`config.mk`:
```
export PLATFORM = sky130hd
export DESIGN_NAME = mcycle_unit
export DESIGN_NICKNAME = d
export VERILOG_FILES = /design/src/rtl/mcycle_unit.sv
export SDC_FILE = /design/constraint.sdc
export NUM_CORES = 1
export LEC_CHECK = 0
export ABC_CLOCK_PERIOD_IN_PS = 9000
export BUFFER_PORTS_ARGS = -buffer_cell sky130_fd_sc_hd__buf_4
export CAP_MARGIN = 0
export CORE_MARGIN = 8
export CORE_UTILIZATION = 40
export DETAILED_ROUTE_END_ITERATION = 8
export SLEW_MARGIN = 10
export SYNTH_ARGS = -nofsm -noshare
export SYNTH_HDL_FRONTEND = slang
export SYNTH_SLANG_ARGS = --single-unit
```
`constraint.sdc`:
```
create_clock -name clk -period 9 [get_ports clk]
set_input_delay 0.45 -clock clk [delete_from_list [all_inputs] [get_ports clk]]
set_output_delay 0.45 -clock clk [all_outputs]
set_load 0.03 [all_outputs]
```
`src/rtl/mcycle_unit.sv`:
```
// Iterative multiply/divide unit: shift-add multiply and restoring divide on
// operand magnitudes, one bit per cycle, with a sign fix-up on the way to DONE.
module mcycle_unit #(
  parameter int WIDTH = 32
) (
  input  logic             clk,
  input  logic             reset,
  input  logic             Start,
  input  logic [1:0]       MCycleOp,
  input  logic [WIDTH-1:0] Operand1,
  input  logic [WIDTH-1:0] Operand2,
  output logic [WIDTH-1:0] Result1,
  output logic [WIDTH-1:0] Result2,
  output logic             Busy,
  output logic             Done
);

  localparam logic [1:0] S_IDLE = 2'd0;
  localparam logic [1:0] S_RUN  = 2'd1;
  localparam logic [1:0] S_DONE = 2'd2;

  localparam int CW = $clog2(WIDTH + 1);
  localparam logic [CW-1:0] LAST = CW'(WIDTH);

  logic [1:0]         state_reg;
  logic [CW-1:0]      cnt_reg;
  logic               div_reg;
  logic               s1_reg;
  logic               s2_reg;
  logic               dz_reg;
  logic               busy_reg;
  logic               done_reg;
  logic [WIDTH-1:0]   a_reg;
  logic [WIDTH-1:0]   rem_reg;
  logic [WIDTH-1:0]   op1_reg;
  logic [WIDTH-1:0]   res1_reg;
  logic [WIDTH-1:0]   res2_reg;
  logic [2*WIDTH-1:0] acc_reg;

  logic               in_sign1;
  logic               in_sign2;
  logic [WIDTH-1:0]   in_mag1;
  logic [WIDTH-1:0]   in_mag2;
  logic               accept;
  logic [WIDTH:0]     mul_sum;
  logic [2*WIDTH-1:0] mul_next;
  logic [WIDTH:0]     div_shift;
  logic               div_ok;
  logic [WIDTH-1:0]   div_rem_next;
  logic [WIDTH-1:0]   div_q_next;
  logic [2*WIDTH-1:0] prod_fix;
  logic [WIDTH-1:0]   quot_fix;
  logic [WIDTH-1:0]   rem_fix;
  logic [WIDTH-1:0]   res1_next;
  logic [WIDTH-1:0]   res2_next;

  always_comb begin
    in_sign1 = MCycleOp[0] & Operand1[WIDTH-1];
    in_sign2 = MCycleOp[0] & Operand2[WIDTH-1];
    in_mag1  = in_sign1 ? -Operand1 : Operand1;
    in_mag2  = in_sign2 ? -Operand2 : Operand2;
    accept   = Start && (state_reg != S_RUN);

    // Multiply: acc = {partial product, remaining multiplier bits}
    mul_sum  = {1'b0, acc_reg[2*WIDTH-1:WIDTH]} + {1'b0, a_reg};
    mul_next = acc_reg[0] ? {mul_sum, acc_reg[WIDTH-1:1]}
                          : {1'b0, acc_reg[2*WIDTH-1:1]};

    // Divide: dividend bits shift out of acc low half as quotient bits shift in
    div_shift    = {rem_reg, acc_reg[WIDTH-1]};
    div_ok       = div_shift >= {1'b0, a_reg};
    div_rem_next = div_ok ? WIDTH'(div_shift - {1'b0, a_reg}) : div_shift[WIDTH-1:0];
    div_q_next   = {acc_reg[WIDTH-2:0], div_ok};

    // Sign flags are only ever set for signed ops
    prod_fix = (s1_reg ^ s2_reg) ? -acc_reg : acc_reg;
    quot_fix = (s1_reg ^ s2_reg) ? -acc_reg[WIDTH-1:0] : acc_reg[WIDTH-1:0];
    rem_fix  = s1_reg ? -rem_reg : rem_reg;

    if (!div_reg) begin
      res1_next = prod_fix[WIDTH-1:0];
      res2_next = prod_fix[2*WIDTH-1:WIDTH];
    end else if (dz_reg) begin
      res1_next = '1;
      res2_next = op1_reg;
    end else begin
      res1_next = quot_fix;
      res2_next = rem_fix;
    end
  end

  always_ff @(posedge clk) begin
    if (reset) begin
      state_reg <= S_IDLE;
      cnt_reg   <= '0;
      div_reg   <= 1'b0;
      s1_reg    <= 1'b0;
      s2_reg    <= 1'b0;
      dz_reg    <= 1'b0;
      busy_reg  <= 1'b0;
      done_reg  <= 1'b0;
      a_reg     <= '0;
      rem_reg   <= '0;
      op1_reg   <= '0;
      acc_reg   <= '0;
      res1_reg  <= '0;
      res2_reg  <= '0;
    end else begin
      case (state_reg)
        S_RUN: begin
          if (cnt_reg == LAST) begin
            res1_reg  <= res1_next;
            res2_reg  <= res2_next;
            busy_reg  <= 1'b0;
            done_reg  <= 1'b1;
            state_reg <= S_DONE;
          end else begin
            cnt_reg <= cnt_reg + 1'b1;
            if (div_reg) begin
              acc_reg <= {acc_reg[2*WIDTH-1:WIDTH], div_q_next};
              rem_reg <= div_rem_next;
            end else begin
              acc_reg <= mul_next;
            end
          end
        end
        default: begin
          done_reg <= 1'b0;
          if (accept) begin
            div_reg   <= MCycleOp[1];
            s1_reg    <= in_sign1;
            s2_reg    <= in_sign2;
            dz_reg    <= MCycleOp[1] && (Operand2 == '0);
            op1_reg   <= Operand1;
            a_reg     <= MCycleOp[1] ? in_mag2 : in_mag1;
            acc_reg   <= {{WIDTH{1'b0}}, (MCycleOp[1] ? in_mag1 : in_mag2)};
            rem_reg   <= '0;
            cnt_reg   <= '0;
            busy_reg  <= 1'b1;
            state_reg <= S_RUN;
          end else begin
            busy_reg  <= 1'b0;
            state_reg <= S_IDLE;
          end
        end
      endcase
    end
  end

  assign Result1 = res1_reg;
  assign Result2 = res2_reg;
  assign Busy    = busy_reg;
  assign Done    = done_reg;

endmodule

```
==> impl_results.md, run 1 <==
* Worst Hold Class: in -> reg
* Part of the Yosys area used for sequential elements at 27.8%
* Setup CP Type: reg -> reg
* Clock Power Share at 41.8%
* Vias in the first global route at 16100
* CTS Buf Count at 30
* Final setup violation count at 0
* Final hold vios at 0
* Post-Route WL at 69100 um
* Clock buffer depth at 3
* Register Area at 0.00475 mm^2
* Detailed-route via count at 17700
* Total iterations of the first detailed-routing run at 6
* Die Ht at 223 um
* Filler Cells Inserted at 4276
* GR Overflow Total at 0
* Cell area power density at 159 mW/mm^2
* Min Tclk post-route at 3910 ps
* Main synth FF type: dfxtp_1
* Largest area contributor in the synthesized netlist: dfxtp_1
* Worst skew pair latency at 590 ps
* Max reg flops at 64
* Share of layout cells above drive strength 1 at 10.9%
* Crit end category: flop
* Hold path depth at 3
* Largest net degree at the start of global routing at 89
* Die width at 223 um
* Reg2reg end: rem_reg[14]
* CTS tree: done
* Max FO, Critical Path at 39
* Remaining DRCs at 0
* First-pass GRT wire length at 104000 um
* Comb pwr share at 20.7%
* Commonest non-fill, non-tap cells in the layout: nor2_1 (265), a21oi_1 (257), nand2_1 (256)
* GR peak layer: met2
* Data arrival, critical path at 4360 ps
* GR Util All Layers at 26.6%
* Hold path start: Operand1[30]
* RSZ-0062 raised after global routing: false
* Post-CTS setup buffers at 0
* Synth area leaders: dfxtp_1 (28%), a21oi_1 (7.6%), nor2_1 (5.9%)
* Reg-to-Reg Start: rem_reg[2]
* Tcrit/Tclk final at 43.4%
* CP required at 9450 ps
* Design area at 0.0194 mm^2
* Reg clk slew, reported paths at 60 ps
* Area of the core at 0.0420 mm^2
* CTS sink cnt at 237
* Max-Cap Viols at 0
* Hpwl dp at 52200 um
* Setup Skew at 30.0 ps
* Resized Gates After CTS at 0
* Routability Congestion at 0.977
* Top cell type's share of synthesized area at 27.8%
* Async set-reset flop share out of synthesis at 0%
* Sequential power share at 37.5%
* Outcome: finished clean
* Detailed Route Iter0 Violations at 2099
* Area of the multi-input gates at 0.0115 mm^2
* Startpoint Class: flop
* Hold EP: op1_reg[30]
* EDFF count, synth at 0
* Slew headroom at 17.2%
* Syn_area_per_cell at 7.43 um^2
* Met2 GRT Util at 41.5%
* Worst R2R Setup Slack at 5090 ps
* Area grow syn2layout at 13.6%
* P_sw at 1.00 mW
* Slew Limit Fails at 0
* GR Util met3 at 4.61%
* Most common cell after layout, fill and taps aside: nor2_1
* VDD IR max at 155 uV
* Reg2reg path depth at 10
* Max H-tree Level at 1
* ANT nets after route at 0
* Vias per inst at 6.11
* Sw Ratio at 32.5%
* Cells after synthesis at 2296
* Row count at 75
* I/O pins at 135
* Syn Nets at 2437
* Final nets at 2475
* Post-CTS Hold Fix Bufs at 0
* Setup_tns at 0 ps
* Pint at 2.08 mW
* Fmax at 256 MHz
* Lkg Pwr at 7.68 nW
* Ys Warns at 0
* Routed wire per std cell at 23.9 um
* CTS root buf: clkbuf_16
* Instance area at placement at 0.0183 mm^2
* Port bufs at 134
* Initial antenna violation count at 5
* Routing usage on met1 at 36.9%
* Yosys reg bits at 237
* Die ar. at 0.0495 mm^2
* Initial core utilization at 40.6%
* Syn Std Cell Area at 0.0171 mm^2
* Worst-Margin Slew at 1240 ps
* Netlist cell types at 79
cell type report:
| type | count | share of cell area (%) |
|---|---|---|
| inverters | 75 | 1.45 |
| well taps | 539 | 3.48 |
| clock buffers | 40 | 4.33 |
| clock inverters | 16 | 1.05 |
| multi-input cells | 1833 | 59.1 |
| repair buffers | 157 | 6.10 |
| flip-flops and latches | 237 | 24.5 |
| diodes | 1 | 0.0129 |
power by group through the flow:
stage               sequential (mW)  clock, mW  combinational [mW]
detailed placement             1.18          0               0.623
CTS                            1.16       1.30               0.627
floorplan                      1.14          0               0.435
global placement               1.18          0               0.622
global route                   1.16       1.34               0.692
finish                         1.16       1.29               0.638
synthesized netlist by cell type (all sizes together) (9+ instances only):
| cell type | instances |
|---|---|
| o21a | 10 |
| a21o | 26 |
| a32oi | 13 |
| mux2i | 58 |
| o21ai | 157 |
| or3 | 20 |
| xor2 | 90 |
| a31oi | 32 |
| and2 | 17 |
| and3 | 14 |
| nand3 | 29 |
| o41ai | 11 |
| a211oi | 58 |
| nand2b | 10 |
| ha | 70 |
| dfxtp | 237 |
| nor2b | 18 |
| buf | 21 |
| a311oi | 9 |
| nor3 | 59 |
| a22oi | 16 |
| o31ai | 28 |
| a22o | 9 |
| nand2 | 257 |
| nand4 | 12 |
| o22ai | 14 |
| nor4 | 23 |
| xnor2 | 101 |
| clkbuf | 130 |
| or4 | 20 |
| o211ai | 25 |
| inv | 73 |
| a222oi | 12 |
| nor2 | 270 |
| a21oi | 259 |
stage by stage:
stage / hold WS, ps / util (%) / total power, mW / std cells / setup WS, ps
after CTS: 131 / 46.1 / 3.09 / 2897 / 5190
after global routing: 169 / 46.1 / 3.19 / 2898 / 4780
after floorplan: 433 / - / 1.57 / 2296 / 6120
final: 165 / 46.1 / 3.08 / 2898 / 5090
after global placement: 428 / 43.6 / 1.80 / 2841 / 5290
after detailed placement: 435 / 43.6 / 1.80 / 2841 / 5210
kinds of logic (layout without fill, tap and decap cells):
kind of cell | count (synthesis) | after routing | share of synthesized area, %
muxes | 64 | 64 | 3.80
other | 0 | 1 | 0
and+or+nand+nor | 773 | 773 | 21.0
AOI/OAI and AO/OA | 733 | 733 | 26.8
xor gates and xnor gates | 191 | 191 | 9.80
buffers and inverters | 226 | 288 | 5.45
adders and majority gates | 72 | 72 | 5.37
DFF | 237 | 237 | 27.8
layer usage:
layer,share of wire (%),vias to the layer above
met4,3.3,4
met3,8.4,111
met1,44,8476
met5,0.033,-
li1,-,8348
met2,44,758
how the worst max path moves through the flow:
stage / end / start / slack (ps) / cells past startpoint
global placement: rem_reg[26] / a_reg[10] / 5290 / 11
floorplan: rem_reg[7] / a_reg[6] / 6120 / 12
CTS: rem_reg[14] / a_reg[2] / 5190 / 11
detailed placement: rem_reg[26] / a_reg[10] / 5210 / 11
finish: rem_reg[14] / rem_reg[2] / 5090 / 10
global route: rem_reg[11] / a_reg[2] / 4780 / 11
critical path, stage by stage, from the launching register on:
cell      delay [ps]
dfxtp_1          540
ha_1             330
o21ai_0           80
a21oi_1           90
o311ai_0         550
a31oi_1          390
a31o_2           370
a21oi_4          350
buf_4            480
nand2b_1         410
o21ai_0          150
No activity file was read; power rests on OpenSTA's default activity.
==> run 2, diff against run 1 <==
--- a/config.mk
+++ b/config.mk
@@ -5,7 +5,7 @@
 export SDC_FILE = /design/constraint.sdc
 export NUM_CORES = 1
 export LEC_CHECK = 0
-export ABC_CLOCK_PERIOD_IN_PS = 9000
+export ABC_CLOCK_PERIOD_IN_PS = 3950
 export BUFFER_PORTS_ARGS = -buffer_cell sky130_fd_sc_hd__buf_4
 export CAP_MARGIN = 0
 export CORE_MARGIN = 8
==> constraint.sdc (replaced) <==
create_clock -name clk -period 3.95 [get_ports clk]
set_input_delay 0.1975 -clock clk [delete_from_list [all_inputs] [get_ports clk]]
set_output_delay 0.1975 -clock clk [all_outputs]
set_load 0.03 [all_outputs]
==> run 2 against run 1 <==
Utilization is 0.99 points higher. Clock-buffer cell count is 3 higher. Design area is 2.2% higher.
==> impl_results.md, run 2 (same netlist as run 1, synthesis figures left out) <==
* Data arrival, critical path at 4160 ps (-200 ps)
* Die ar. at 0.0495 mm^2 (unchanged)
* Setup Skew at 25.9 ps (-4.09 ps)
* Resized Gates After CTS at 0 (unchanged)
* Hpwl dp at 52300 um (about the same)
* Total iterations of the first detailed-routing run at 5 (-1)
* Initial antenna violation count at 3 (-2)
* GR Util All Layers at 26.3% (-0.24 points)
* Final hold vios at 0 (unchanged)
* Startpoint Class: flop
* Post-CTS Hold Fix Bufs at 33 (+33)
* Post-CTS setup buffers at 0 (unchanged)
* Share of layout cells above drive strength 1 at 11.4% (+0.54 points)
* Reg clk slew, reported paths at 60 ps (about the same)
* Final nets at 2534 (+2.4%)
* Worst skew pair latency at 590 ps (about the same)
* Lkg Pwr at 7.91 nW (+2.9%)
* Vias in the first global route at 16400 (+1.9%)
* Max-Cap Viols at 0 (unchanged)
* Non-filler cells, final at 2953 (+1.9%)
* Outcome: finished clean
* Slew headroom at 39.6% (+22 points)
* Initial core utilization at 40.6% (unchanged)
* CTS Buf Count at 29 (-3.3%)
* Die Ht at 223 um (unchanged)
* GR Overflow Total at 0 (unchanged)
* ANT nets after route at 0 (unchanged)
* Antenna diodes at 0 (-1)
* Cell area power density at 342 mW/mm^2 (+120%)
* I/O pins at 135 (unchanged)
* CTS sink cnt at 237 (unchanged)
* Commonest non-fill, non-tap cells in the layout: nor2_1 (267), a21oi_1 (257), nand2_1 (256)
* Tcrit/Tclk final at 92.2% (+49 points)
* Setup CP Type: reg -> reg
* Post-Place Cells at 2868 (+0.95%)
* Routed wire per std cell at 23.1 um (-3.3%)
* Worst Hold Class: in -> reg
* Largest net degree at the start of global routing at 98 (+10%)
* Row count at 75 (unchanged)
* Setup_tns at 0 ps (unchanged)
* Crit end category: flop
* Slew Limit Fails at 0 (unchanged)
* Register Area at 0.00475 mm^2 (unchanged)
* Min Tclk post-route at 3640 ps (-269 ps)
* CTS tree: done
* Routability Congestion at 0.975 (-0.28%)
* Area of the core at 0.0420 mm^2 (unchanged)
* Remaining DRCs at 0 (unchanged)
* CTS root buf: clkbuf_16
* Port bufs at 134 (unchanged)
* CP required at 4470 ps (-4980 ps)
* Clock buffer depth at 3 (unchanged)
* Area grow syn2layout at 16.1%
* Worst-Margin Slew at 907 ps (-331 ps)
* Detailed-route via count at 17700 (+0.11%)
* Detailed Route Iter0 Violations at 1814 (-14%)
* Die width at 223 um (unchanged)
* VDD IR max at 345 uV (+120%)
* Max reg flops at 64 (unchanged)
* Finished Core Util at 47.1% (+0.99 points)
* Max H-tree Level at 1 (unchanged)
* Filler Cells Inserted at 4266 (-0.23%)
* RSZ-0062 raised after global routing: false
* Vias per inst at 6.00 (-1.8%)
* Post-Route WL at 68100 um (-1.5%)
* First-pass GRT wire length at 103000 um (-0.51%)
* Area of the multi-input gates at 0.0114 mm^2 (about the same)
* Most common cell after layout, fill and taps aside: nor2_1
* Fmax at 275 MHz (+7.4%)
* Final setup violation count at 0 (unchanged)
* Max FO, Critical Path at 36 (-7.7%)
[run 2: cell count changes in the layout (fill, tap and decap cells not counted), moves of 2 or more]
cell           delta
clkinvlp_4        -2
clkbuf_1          +2
dlygate4sd3_1    +33
clkinv_2          -2
clkbuf_8          +3
nor2_1            +2
clkbuf_16         -2
bufinv_16         -3
buf_4            +26
[run 2: area by class of cell]
| type | count | share of cell area [%] |
|---|---|---|
| Clock buffer | 43 | 4.23 |
| Clock inverter | 9 | 0.449 |
| Tap cell | 539 | 3.40 |
| Timing Repair Buffer | 217 | 8.72 |
| Inverter | 75 | 1.42 |
| Sequential cell | 237 | 24.0 |
| Multi-Input combinational cell | 1833 | 57.8 |
[run 2: critical path, stage by stage (launching register included)]
cell      delay, ps
dfxtp_1         360
inv_1           100
ha_1            360
o21ai_0         170
a21oi_1          80
o311ai_0        670
a31oi_1         410
a31o_2          380
a21oi_4         150
buf_4           420
nand2_1         180
o21ai_0         120
a22o_1          150
[run 2: through the flow]
stage          total power [mW]  worst slack (ps)  hold slack (ps)  instance area, um^2
2_1_floorplan              3.58              1070              333                17100
3_3_place_gp               4.11               453              431                18500
3_5_place_dp               4.11               408              434                18500
4_1_cts                    6.78               374             31.1                19800
5_1_grt                    7.06               222             54.3                19800
6_report                   6.78               309             52.7                19800
[run 2: final timing paths]
kind | startpoint | to | slack (ps) | cells after the start
max | a_reg[2] | rem_reg[0] | 310 | 12
min | Operand2[0] | a_reg[0] | 50 | 3
max reg2reg | a_reg[2] | rem_reg[0] | 310 | 12
min reg2reg | Result2[7] | Result2[7] | 440 | 2
[run 2: routing by layer]
metal	wire [um]	track usage [%]
met5	13	0
met4	3050	10.5
met3	5220	4.78
met2	28900	39.2
met1	30900	37.0
[run 2: report_power, final]
group / internal (mW) / switching, mW
sequential: 2.48 / 0.152
clock: 1.53 / 1.12
combinational: 0.549 / 0.948
==> run 3, diff against run 2 <==
--- a/config.mk
+++ b/config.mk
@@ -8,9 +8,12 @@
 export ABC_CLOCK_PERIOD_IN_PS = 3950
 export BUFFER_PORTS_ARGS = -buffer_cell sky130_fd_sc_hd__buf_4
 export CAP_MARGIN = 0
+export CELL_PAD_IN_SITES_DETAIL_PLACEMENT = 0
+export CELL_PAD_IN_SITES_GLOBAL_PLACEMENT = 1
 export CORE_MARGIN = 8
 export CORE_UTILIZATION = 40
 export DETAILED_ROUTE_END_ITERATION = 8
+export PLACE_DENSITY_LB_ADDON = 0.1
 export SLEW_MARGIN = 10
 export SYNTH_ARGS = -nofsm -noshare
 export SYNTH_HDL_FRONTEND = slang
==> run 3 against run 2 <==
Sequential power about the same. Flip-flop and latch count unchanged. Via count down 0.64%. Critical path depth up 2. Utilization up 0.18 points. Final cell count down 0.20%. Clock skew down 3.1 ps. Worst hold slack worse by 31 ps. Wire length up 3.3%. Design area up 0.38%. Critical path type unchanged. Critical endpoint is now rem_reg[26]. Largest cell class unchanged. Highest routed layer is now met4.
==> impl_results.md, run 3 (same netlist as run 1, synthesis figures left out) <==
* Outcome: finished clean
* Post-CTS setup buffers at 0 (unchanged)
* Non-filler cells, final at 2947 (-0.20%)
* Row count at 75 (unchanged)
* Reg clk slew, reported paths at 60 ps (about the same)
* Share of layout cells above drive strength 1 at 11.6% (+0.24 points)
* Initial antenna violation count at 2 (-1)
* Clock Power Share at 42.3% (+3.1 points)
* Sw Ratio at 32.1% (-0.66 points)
* Vias in the first global route at 16400 (+0.21%)
* Largest net degree at the start of global routing at 105 (+7.1%)
* CTS root buf: clkbuf_16
* Slew Limit Fails at 0 (unchanged)
* Buf/Inv on CP at 3 (+1)
* Setup Skew at 22.7 ps (-3.14 ps)
* Clock buffer depth at 3 (unchanged)
* Max FO, Critical Path at 6 (-83%)
* Final hold vios at 0 (unchanged)
* Pint at 4.88 mW (+7.1%)
* Reg2reg end: rem_reg[26]
* Post-Route WL at 70400 um (+3.3%)
* Hold path start: Operand1[19]
* Reg-to-Reg Start: acc_reg[31]
* Max reg flops at 64 (unchanged)
* Max-Cap Viols at 0 (unchanged)
* Final nets at 2525 (-0.36%)
* Delay-heaviest family, CP: compound AO/OA/AOI/OAI gates
* Hold_ws at 21.4 ps (-31.4 ps)
* Die width at 223 um (unchanged)
* VDD IR max at 346 uV (+0.30%)
* Startpoint Class: flop
* Worst Hold Class: in -> reg
* Cell area power density at 362 mW/mm^2 (+5.6%)
* Detailed Route Iter0 Violations at 1912 (+5.4%)
* I/O pins at 135 (unchanged)
* Instance area at placement at 0.0185 mm^2 (about the same)
* Sequential power share at 36.6% (-2.2 points)
* Hpwl dp at 53900 um (+3.1%)
* Detailed-route via count at 17600 (-0.64%)
* CP required at 4390 ps (-80 ps)
* Area of the core at 0.0420 mm^2 (unchanged)
* CTS Buf Count at 30 (+3.4%)
* Initial core utilization at 40.6% (unchanged)
* Comb pwr share at 21.1% (-1.0 points)
* RSZ-0062 raised after global routing: false
* Most common cell after layout, fill and taps aside: nor2_1
* Min Tclk post-route at 3590 ps (-51.5 ps)
* Setup_tns at 0 ps (unchanged)
* Port bufs at 134 (unchanged)
* Crit end category: flop
* CP peak stage delay at 480 ps (-190 ps)
* CP most frequent cell: a21oi_1
* Hold EP: op1_reg[19]
* Area grow syn2layout at 16.5%
* Reg2reg path depth at 14 (+2)
* Fmax at 279 MHz (+1.4%)
* Critical path launch point: acc_reg[31]
* GR Util All Layers at 27.3% (+0.92 points)
* Worst path cell trace: inv_1, ha_1, inv_1, fa_1, a21oi_1, o211ai_1, a211oi_1, o31ai_1, buf_4, a21oi_1, o31ai_1, a21oi_1, xor2_1, o21ai_0
* Tcrit/Tclk final at 90.9% (-1.3 points)
* ANT nets after route at 0 (unchanged)
* Data arrival, critical path at 4030 ps (-130 ps)
* Commonest non-fill, non-tap cells in the layout: nor2_1 (267), a21oi_1 (257), nand2_1 (256)
* Hold path depth at 3 (unchanged)
* Total Power at 7.19 mW (+6.0%)
* Design area at 0.0199 mm^2 (+0.38%)
* Critical path's slowest cell: a211oi_1
* P_sw at 2.31 mW (+3.9%)
* Lkg Pwr at 7.94 nW (+0.45%)
* Max H-tree Level at 1 (unchanged)
* Final setup violation count at 0 (unchanged)
* First-pass GRT wire length at 106000 um (+2.5%)
* Remaining DRCs at 0 (unchanged)
* Total iterations of the first detailed-routing run at 6 (+1)
* Setup CP Type: reg -> reg
* Post-Place Cells at 2866 (-0.070%)
* Worst R2R Setup Slack at 360 ps (+50 ps)
* Filler Cells Inserted at 4297 (+0.73%)
* Routed wire per std cell at 23.9 um (+3.5%)
* Post-CTS Hold Fix Bufs at 25 (-24%)
* Die ar. at 0.0495 mm^2 (unchanged)
* Routability Congestion at 0.942 (-3.4%)
* Pre-CTS setup slack at 513 ps (+105 ps)
* Worst skew pair latency at 590 ps (about the same)
* Resized Gates After CTS at 0 (unchanged)
* Final WS setup at 361 ps (+51.5 ps)
* Worst-Margin Slew at 989 ps (+82.2 ps)
* Antenna diodes at 0 (unchanged)
* Die Ht at 223 um (unchanged)
* CTS tree: done
* Finished Core Util at 47.3% (+0.18 points)
* Vias per inst at 5.97 (-0.44%)
* GR Overflow Total at 0 (unchanged)
* CTS sink cnt at 237 (unchanged)
* Slew headroom at 33.6% (-5.9 points)
run 3: power by group through the flow:
stage	combinational (mW)	clock [mW]	sequential (mW)
2_1_floorplan	0.991	0	2.59
3_3_place_gp	1.47	0	2.68
3_5_place_dp	1.47	0	2.68
4_1_cts	1.49	3.08	2.63
5_1_grt	1.64	3.17	2.64
6_report	1.52	3.04	2.63
run 3: layout make-up:
type,instances,area (um^2),area share (%)
clock buffers,41,863,4.34
repair buffers,207,1650,8.28
well taps,539,674,3.39
flip-flops and latches,237,4750,23.9
clock inverters,15,221,1.11
inverters,75,282,1.42
multi-input cells,1833,11400,57.6
run 3: worst min-delay path, cell delays in order:
cell and delay [ps]:
buf_4 140, nand2_1 130, a21oi_1 80
run 3: worst max-delay path by stage:
stage / end / slack [ps] / cells after the start
4_1_cts: rem_reg[26] / 450 / 14
5_1_grt: rem_reg[30] / 170 / 14
2_1_floorplan: rem_reg[7] / 1070 / 12
3_5_place_dp: rem_reg[26] / 510 / 14
6_report: rem_reg[26] / 360 / 14
3_3_place_gp: acc_reg[60] / 510 / 10
run 3: layer usage:
metal / vias to the layer above / global-route usage [%] / routed length [um]
li1: 8446 / - / -
met2: 657 / 40.7 / 29700
met1: 8398 / 39.1 / 32700
met3: 102 / 5.01 / 5510
met4: 0 / 8.52 / 2390
met5: - / 0 / 0
